$ cat src/rtl/dds_sweep_ctrl.sv
`default_nettype none
// ============================================================================
// Module   : dds_sweep_ctrl
// Brief    : Frequency-sweep sequencer driving the DDS tuning word and
//            accumulator controls (single / continuous / triangular sweeps).
// Revision : 1.0 - initial release
// ============================================================================
module dds_sweep_ctrl #(
    parameter int M  = 27,
    parameter int DW = 16
) (
    input  logic          clk,
    input  logic          rst_n,
    input  logic          start,
    input  logic          abort,
    input  logic          cont,
    input  logic          tri_en,   // "tri" is a reserved word in SystemVerilog
    input  logic [M-1:0]  p_start,
    input  logic [M-1:0]  p_stop,
    input  logic [M-1:0]  p_step,
    input  logic [DW-1:0] dwell,
    output logic [M-1:0]  P,
    output logic          val_in,
    output logic          rst_ac,
    output logic          ena_ac,
    output logic          busy,
    output logic          done
);

    typedef enum logic [1:0] {
        S_IDLE  = 2'd0,
        S_PRIME = 2'd1,
        S_RUN   = 2'd2,
        S_DONE  = 2'd3
    } state_t;

    state_t        r_state, w_state_nxt;
    logic [M-1:0]  r_start, r_stop, r_step;
    logic [DW-1:0] r_dwell_m1;
    logic          r_cont, r_tri, r_down;
    logic [DW-1:0] r_cnt, w_cnt;
    logic          w_down, w_cap, w_finish;
    logic [M-1:0]  w_p;
    logic          w_val, w_rst_ac, w_ena, w_busy, w_done;

    // One extra bit so neither leg can wrap around the M-bit range.
    logic [M:0] w_up, w_dn, w_rearm;
    logic       w_up_end, w_dn_end;

    assign w_up     = {1'b0, P} + {1'b0, r_step};
    assign w_dn     = {1'b0, P} - {1'b0, r_step};
    assign w_rearm  = {1'b0, r_start} + {1'b0, r_step};
    assign w_up_end = (w_up > {1'b0, r_stop}) || (r_step == '0);
    assign w_dn_end = w_dn[M] || (w_dn[M-1:0] < r_start);

    always_comb begin
        w_state_nxt = r_state;
        w_p         = P;
        w_val       = 1'b0;
        w_rst_ac    = 1'b0;
        w_ena       = 1'b0;
        w_busy      = 1'b0;
        w_done      = 1'b0;
        w_cnt       = r_cnt;
        w_down      = r_down;
        w_cap       = 1'b0;
        w_finish    = 1'b0;
        case (r_state)
            S_IDLE: begin
                if (start && !abort) begin
                    w_state_nxt = S_PRIME;
                    w_cap       = 1'b1;
                    w_p         = p_start;
                    w_rst_ac    = 1'b1;
                    w_busy      = 1'b1;
                    w_down      = 1'b0;
                end
            end
            S_PRIME: begin
                if (abort) begin
                    w_state_nxt = S_IDLE;
                end else begin
                    w_state_nxt = S_RUN;
                    w_val       = 1'b1;
                    w_ena       = 1'b1;
                    w_busy      = 1'b1;
                    w_cnt       = r_dwell_m1;
                end
            end
            S_RUN: begin
                if (abort) begin
                    w_state_nxt = S_IDLE;
                end else begin
                    w_ena  = 1'b1;
                    w_busy = 1'b1;
                    if (r_cnt != '0) begin
                        w_cnt = r_cnt - DW'(1);
                    end else begin
                        w_val = 1'b1;
                        w_cnt = r_dwell_m1;
                        if (!r_down) begin
                            if (!w_up_end) begin
                                w_p = w_up[M-1:0];
                            end else if (r_tri && (P > r_start)) begin
                                w_down = 1'b1;
                                w_p    = w_dn[M-1:0];
                            end else if (r_cont) begin
                                w_p = r_start;
                            end else begin
                                w_finish = 1'b1;
                            end
                        end else begin
                            if (!w_dn_end) begin
                                w_p = w_dn[M-1:0];
                            end else if (r_cont) begin
                                w_down = 1'b0;
                                w_p    = (w_rearm > {1'b0, r_stop}) ? r_start : w_rearm[M-1:0];
                            end else begin
                                w_finish = 1'b1;
                            end
                        end
                    end
                end
            end
            S_DONE: begin
                w_state_nxt = S_IDLE;
            end
            default: begin
                w_state_nxt = S_IDLE;
            end
        endcase
        if (w_finish) begin
            w_state_nxt = S_DONE;
            w_p         = P;
            w_val       = 1'b0;
            w_ena       = 1'b0;
            w_busy      = 1'b0;
            w_done      = 1'b1;
        end
    end

    always_ff @(posedge clk or negedge rst_n) begin
        if (!rst_n) begin
            r_state <= S_IDLE;
            P       <= '0;
            val_in  <= 1'b0;
            rst_ac  <= 1'b0;
            ena_ac  <= 1'b0;
            busy    <= 1'b0;
            done    <= 1'b0;
            r_cnt   <= '0;
            r_down  <= 1'b0;
        end else begin
            r_state <= w_state_nxt;
            P       <= w_p;
            val_in  <= w_val;
            rst_ac  <= w_rst_ac;
            ena_ac  <= w_ena;
            busy    <= w_busy;
            done    <= w_done;
            r_cnt   <= w_cnt;
            r_down  <= w_down;
        end
    end

    // Sweep settings are frozen at an accepted start.
    always_ff @(posedge clk or negedge rst_n) begin
        if (!rst_n) begin
            r_start    <= '0;
            r_stop     <= '0;
            r_step     <= '0;
            r_dwell_m1 <= '0;
            r_cont     <= 1'b0;
            r_tri      <= 1'b0;
        end else if (w_cap) begin
            r_start    <= p_start;
            r_stop     <= p_stop;
            r_step     <= p_step;
            r_dwell_m1 <= (dwell == '0) ? '0 : dwell - DW'(1);
            r_cont     <= cont;
            r_tri      <= tri_en;
        end
    end

endmodule
`default_nettype wire
$ cat config.mk
export PLATFORM = sky130hd
export DESIGN_NAME = dds_sweep_ctrl
export DESIGN_NICKNAME = d
export VERILOG_FILES = /design/src/rtl/dds_sweep_ctrl.sv
export SDC_FILE = /design/constraint.sdc
export NUM_CORES = 1
export LEC_CHECK = 0
export CAP_MARGIN = 10
export CORE_ASPECT_RATIO = 1.1
export CORE_MARGIN = 2
export CORE_UTILIZATION = 54
export CTS_CLUSTER_DIAMETER = 100
export CTS_CLUSTER_SIZE = 12
export DETAILED_ROUTE_END_ITERATION = 7
export PLACE_DENSITY = 0.82
export REMOVE_ABC_BUFFERS = 1
export SLEW_MARGIN = 0
export SYNTH_ARGS = -nofsm -noshare
export SYNTH_HDL_FRONTEND = slang
export SYNTH_SLANG_ARGS = --single-unit
$ cat constraint.sdc
create_clock -name clk -period 5.7 [get_ports clk]
set_input_delay 1.14 -clock clk [delete_from_list [all_inputs] [get_ports clk]]
set_output_delay 1.14 -clock clk [all_outputs]
set_load 0.005 [all_outputs]
==> flow_summary_export.csv, run 1 <==
group,metric,value,unit
worst_setup_path,cp_num_buf_inv,4,
clock_tree,htree_levels,4,
clock_tree,root_buffer,"clkbuf_16",
finish,finalInstanceArea,18400,µm²
global_route,grt_pass1_wl,79300,µm
finish,drive_above_1_share,0.187,
yosys,synth_most_common_cell,"ha_1",
placement,pre_cts_ws,-0.269,ns
finish,antennaDiodeCount,0,
floorplanning,dieArea,27300,µm²
sta,setup_ws,-0.263,ns
floorplanning,rows,61,
yosys,yosysWarnings,0,
placement,globalplace.congestion,0.998,
floorplanning,die_x,158,µm
global_route,grt_max_degree,99,
yosys,syn_avg_cell_area,8.20,µm²
floorplanning,ios,135,
drt,antenna_left,0,
yosys,synthesis.instances,1708,
worst_setup_path,critPathTopFamily,"compound AO/OA/AOI/OAI gates",
global_route,use_met3,0.0634,
yosys,yosys-top-cells-count,"ha_1, nand2_1, o21ai_0, dfrtp_1, a21oi_1",
worst_setup_path,worstPathArrival,6.32,ns
yosys,synth_top_area_share,0.268,
sta,rsz0062_at_grt,"yes",
sta,slew_viol_final,0,
finish,area_delta_synth_final,31.6,%
drt,via_count,14900,
global_route,track_usage,0.374,
floorplanning,core,25400,µm²
clock_tree,clk_latency,0.46,ns
worst_hold_path,hold_start,"r_dwell_m1[10]",
placement,dpl_cell_area,16900,µm²
sta,period_minus_slack,5.96,ns
sta,tightest_slew,1.00,ns
yosys,synth-seq-area-share,0.268,
sta,hold_violations,0,
sta,holdWs,0.486,ns
yosys,synthTopCellsByArea,"dfrtp_1, ha_1, o21ai_0",
worst_hold_path,hold_path_class,"reg2reg",
yosys,netlist_area,14000,µm²
sta,setup_tns,-3.32,ns
worst_setup_path,crit_path_start,"r_step[0]",
run_status,status,"finished with violations",
sta,fin_crit_sh,1.05,
yosys,netlist-cell-type-count,89,
sta,skew,0.0152,ns
yosys,synth_edf_count,0,
sta,max_freq,168,MHz
global_route,first_global_vias,14500,
run_status,violations,"negative setup slack",
drt,route.detailed.drc,0,
sta,relSlewSlack,0.315,
clock_tree,cts_sinks,150,
flow_run,cap_violations,0,
clock_tree,cts_buffers,17,
yosys,ys_async_sr_fraction,1.00,
global_route,antenna_found_initial,0,
drt,wl_per_cell,21.9,µm
worst_setup_path,r2r-start,"r_step[0]",
worst_setup_path,worstPathRequired,6.05,ns
floorplanning,start_util,0.551,
drt,firstDrtPassIters,6,
clock_tree,tritoncts,"yes",
yosys,synth_flop_cell,"dfrtp_1",
worst_setup_path,crit_path_max_incr_delay,0.41,ns
worst_setup_path,cp-start-kind,"flip-flop",
drt,routed_via_density,6.29,
placement,portBuffers,134,
floorplanning,die_h,173,µm
sta,setup_violations,24,
worst_setup_path,cp_slowest_cell,"a222oi_1",
finish,finish.net_count,2318,
worst_setup_path,worstSetupPathType,"reg2reg",
global_route,use_met1,0.493,
drt,drt_iter0_markers,1559,
yosys,ys_seq_elements,150,
drt,drt-total-wl,52100,µm
worst_setup_path,cp-end-kind,"flip-flop",
clock_tree,clkTransAtPathRegs,0.08,ns
global_route,overflow,0,
global_route,globalRoute.busiestLayer,"met2",
clock_tree,clockBufferDepth,2,
clock_tree,ctsHoldBuffers,0,
placement,dpl.hpwl,38800,µm
yosys,yosysTopAreaCell,"dfrtp_1",
global_route,grt_use_met2,0.595,
worst_setup_path,path_max_fanout,8,
-- layer usage --
layer  wire, µm  share of wire  vias up
li1           -              -     6798
met1      20700           0.40     7061
met2      23800           0.46      882
met3       4700          0.090      204
met4       3000          0.057        0
met5          0              0        -
-- stage by stage --
stage / utilization / instances
after detailed placement: 0.667 / 2301
final: 0.726 / 2376
after global routing: 0.726 / 2376
after floorplan: - / 1635
after global placement: 0.667 / 2301
after CTS: 0.701 / 2349
-- flip-flops by register name, indices dropped and copies added (netlist names), 2 cells and up --
name	cells
r_stop	27
r_step	27
r_cnt	16
r_state	2
P	27
r_start	27
r_dwell_m1	16
-- worst reg2reg max path: stages (launching register included) --
cell and delay, ns:
dfrtp_1 0.40, buf_6 0.13, ha_4 0.16, fa_2 0.38, a21oi_2 0.17, o211ai_1 0.16, a31o_1 0.26, a311o_1 0.39
a221o_1 0.36, a21o_1 0.21, o31ai_4 0.25, buf_4 0.16, buf_4 0.10, xnor2_2 0.07, ha_1 0.31, nand4_1 0.16
nor3_2 0.32, nor3b_2 0.26, o31a_1 0.20, a211oi_2 0.07, o211ai_4 0.12, buf_8 0.21, mux2_4 0.32, a222oi_1 0.41
a211oi_1 0.13, a21o_1 0.17
-- kinds of logic after synthesis --
kind of cell,share of synthesized area
AO/OA/AOI/OAI,0.261
XOR/XNOR,0.0512
adder cells (fa/ha/maj),0.178
buffers and inverters,0.0587
flip-flops,0.268
multiplexers,0.0235
AND/OR/NAND/NOR,0.161
-- timing repair --
item,in CTS,in global routing
setup buffers,16,28
gates resized for setup,31,87
gates cloned,1,3
pin swaps,20,53
endpoints found under the setup margin,27,32
-- cell type report --
cell class                      count  area (µm²)
Clock buffer                       17         425
Clock inverter                     14         158
Fill cell                        1957        6970
Inverter                          133         502
Multi-Input combinational cell   1352        9930
Sequential cell                   150        3750
Tap cell                          346         433
Timing Repair Buffer              364        3240
-- placed cells by master, fill, tap and decap left out, types with 20 or more instances in the layout --
cell and instances:
xnor2_1 55, nor3_1 34, nand4_1 25, buf_4 209
a21oi_1 132, clkbuf_16 20, ha_1 189, nor2_1 106
o21ai_0 150, nand2_1 180, clkdlybuf4s50_1 133, and3_1 20
a21o_1 44, nand3_1 33, inv_1 127, xor2_1 20
dfrtp_1 150
-- final timing paths --
kind                       depth (start not counted)        endpoint  slack (ns)
setup / recovery                                  25           P[13]       -0.26
hold / removal                                     2  r_dwell_m1[10]        0.49
setup reg to reg                                  25           P[13]       -0.26
hold reg to reg                                    2  r_dwell_m1[10]        0.49
max in group asynchronous                          2           P[16]        3.91
min in group asynchronous                          1        r_cnt[1]        0.70
Power of run 1 is not shown: default switching activity piles up to over one toggle a cycle in this logic, so the estimate is an artifact.
==> run 2: changes to the inputs <==
Settings changed: ABC_CLOCK_PERIOD_IN_PS from default to 5700.
==> results of run 2 <==
No change in the layout: final DEF, timing and power equal those of run 1.
Power of run 2 is left out for the same reason.
==> run 3: changes to the inputs <==
Settings changed: SKIP_LAST_GASP from default to 1.
==> run 3 against run 2 <==
Against the previous run: the run still ends with negative setup slack left; clock skew rose by 0.00055 ns; final cell count did not move; flip-flop and latch count did not move; non-clock buffer count did not move; highest routed layer unchanged.
==> flow_summary_export.csv, run 3 (synthesis results as in run 1) <==
group,metric,value,unit
worst_setup_path,cp_slowest_cell,"dfrtp_1",
clock_tree,clockBufferDepth,2,
drt,drt_iter0_markers,1585,
finish,finish.net_count,2318,
sta,tightest_slew,1.00,ns
finish,drive_above_1_share,0.186,
worst_setup_path,cp_num_buf_inv,4,
sta,rsz0062_at_grt,"yes",
finish,area_delta_synth_final,31.5,%
sta,skew,0.0158,ns
worst_setup_path,path_max_fanout,8,
worst_setup_path,r2r-start,"r_step[0]",
sta,max_freq,168,MHz
drt,routed_via_density,6.30,
worst_setup_path,cp-end-kind,"flip-flop",
global_route,grt_use_met2,0.595,
clock_tree,cts_buffers,17,
finish,finalNonFillerCells,2376,
sta,slew_viol_final,0,
drt,firstDrtPassIters,8,
global_route,use_met3,0.0634,
global_route,use_met1,0.493,
worst_setup_path,crit_path_max_incr_delay,0.40,ns
run_status,violations,"negative setup slack",
worst_setup_path,critPathTopFamily,"compound AO/OA/AOI/OAI gates",
floorplanning,core,25400,µm²
floorplanning,ios,135,
finish,layout_common_cells,"buf_4, ha_1, nand2_1",
sta,period_minus_slack,5.96,ns
clock_tree,tritoncts,"yes",
drt,drt-total-wl,52100,µm
finish,final_common_cell,"buf_4",
clock_tree,htree_levels,4,
run_status,status,"finished with violations",
global_route,grt_pass1_wl,79300,µm
worst_setup_path,rrSetupSlack,-0.26,ns
global_route,track_usage,0.374,
placement,portBuffers,134,
finish,antennaDiodeCount,0,
global_route,grt_max_degree,99,
sta,hold_violations,0,
worst_setup_path,r2r_cells,25,
sta,fin_crit_sh,1.05,
global_route,first_global_vias,14500,
flow_run,cap_violations,0,
floorplanning,die_h,173,µm
worst_hold_path,hold_path_class,"reg2reg",
drt,wl_per_cell,21.9,µm
worst_hold_path,holdPathEnd,"r_dwell_m1[10]",
drt,via_count,15000,
floorplanning,die_x,158,µm
floorplanning,dieArea,27300,µm²
clock_tree,clk_latency,0.46,ns
worst_setup_path,worstPathArrival,6.31,ns
global_route,overflow,0,
drt,antenna_left,0,
sta,setup_violations,24,
sta,relSlewSlack,0.315,
placement,pre_cts_ws,-0.269,ns
placement,globalplace.congestion,0.998,
clock_tree,cts_sinks,150,
floorplanning,start_util,0.551,
placement,placedCellCount,2301,
clock_tree,clkTransAtPathRegs,0.08,ns
worst_hold_path,hold_start,"r_dwell_m1[10]",
worst_hold_path,hold_path_depth,2,
floorplanning,rows,61,
global_route,antenna_found_initial,0,
drt,route.detailed.drc,0,
worst_setup_path,regToRegEndpoint,"P[13]",
sta,setup_ws,-0.258,ns
global_route,globalRoute.busiestLayer,"met2",
worst_setup_path,worstPathRequired,6.05,ns
placement,dpl.hpwl,38800,µm
clock_tree,root_buffer,"clkbuf_16",
worst_setup_path,cp-start-kind,"flip-flop",
worst_setup_path,worstSetupPathType,"reg2reg",
run 3: cell count changes in the layout (fill, tap and decap cells not counted):
cell,before,now
mux2i_1,5,6
a21boi_1,3,2
buf_6,10,9
mux2i_2,2,1
buf_4,209,210
mux2_4,8,7
a21boi_0,1,2
mux2_2,10,11
run 3: routing by layer:
| metal | wire [µm] | part of all wire |
|---|---|---|
| met5 | 0 | 0 |
| met4 | 2890 | 0.055 |
| met3 | 4900 | 0.094 |
| met2 | 23800 | 0.46 |
| met1 | 20500 | 0.39 |
run 3: worst max-delay path by stage:
stage,startpoint,end,slack (ns),cells past startpoint
after floorplan,P[0],P[20],0.009,25
after global placement,r_step[0],P[14],-0.17,24
after detailed placement,r_step[0],P[4],-0.27,24
after CTS,r_step[0],P[4],0.0008,25
after global routing,r_step[0],P[13],-0.38,25
final,r_step[0],P[13],-0.26,25
run 3: what timing repair did:
| action | CTS | global route |
|---|---|---|
| gates cloned | 1 | 3 |
| setup endpoints to repair | 27 | 32 |
| pin swaps | 20 | 53 |
| resized for setup | 31 | 83 |
| buffers inserted | 16 | 28 |
| hold buffers | 0 | 0 |
run 3: worst min-delay path: cells and delay by family, from the launching register on:
| family | cells | cell delay (ns) |
|---|---|---|
| flip-flops | 1 | 0.35 |
| AO/OA/AOI/OAI | 1 | 0.06 |
| AND/OR/NAND/NOR | 1 | 0.05 |
run 3: cell type report:
type / count / area [µm²]
sequential: 150 / 3750
tap: 346 / 433
multi-input combinational: 1352 / 9920
clock buffer: 17 / 425
fill: 1959 / 6990
inverter: 133 / 502
clock inverter: 14 / 158
timing repair buffer: 364 / 3240
run 3: per-stage QoR:
stage	hold WS, ns	TNS, ns	area, µm²	utilization
CTS	0.490	0	17800	0.701
floorplan	0.446	0	13700	-
detailed placement	0.473	-2.90	16900	0.667
finish	0.486	-3.61	18400	0.725
global route	0.520	-7.40	18400	0.725
global placement	0.464	-1.30	16900	0.667
Power of run 3 is left out for the same reason.
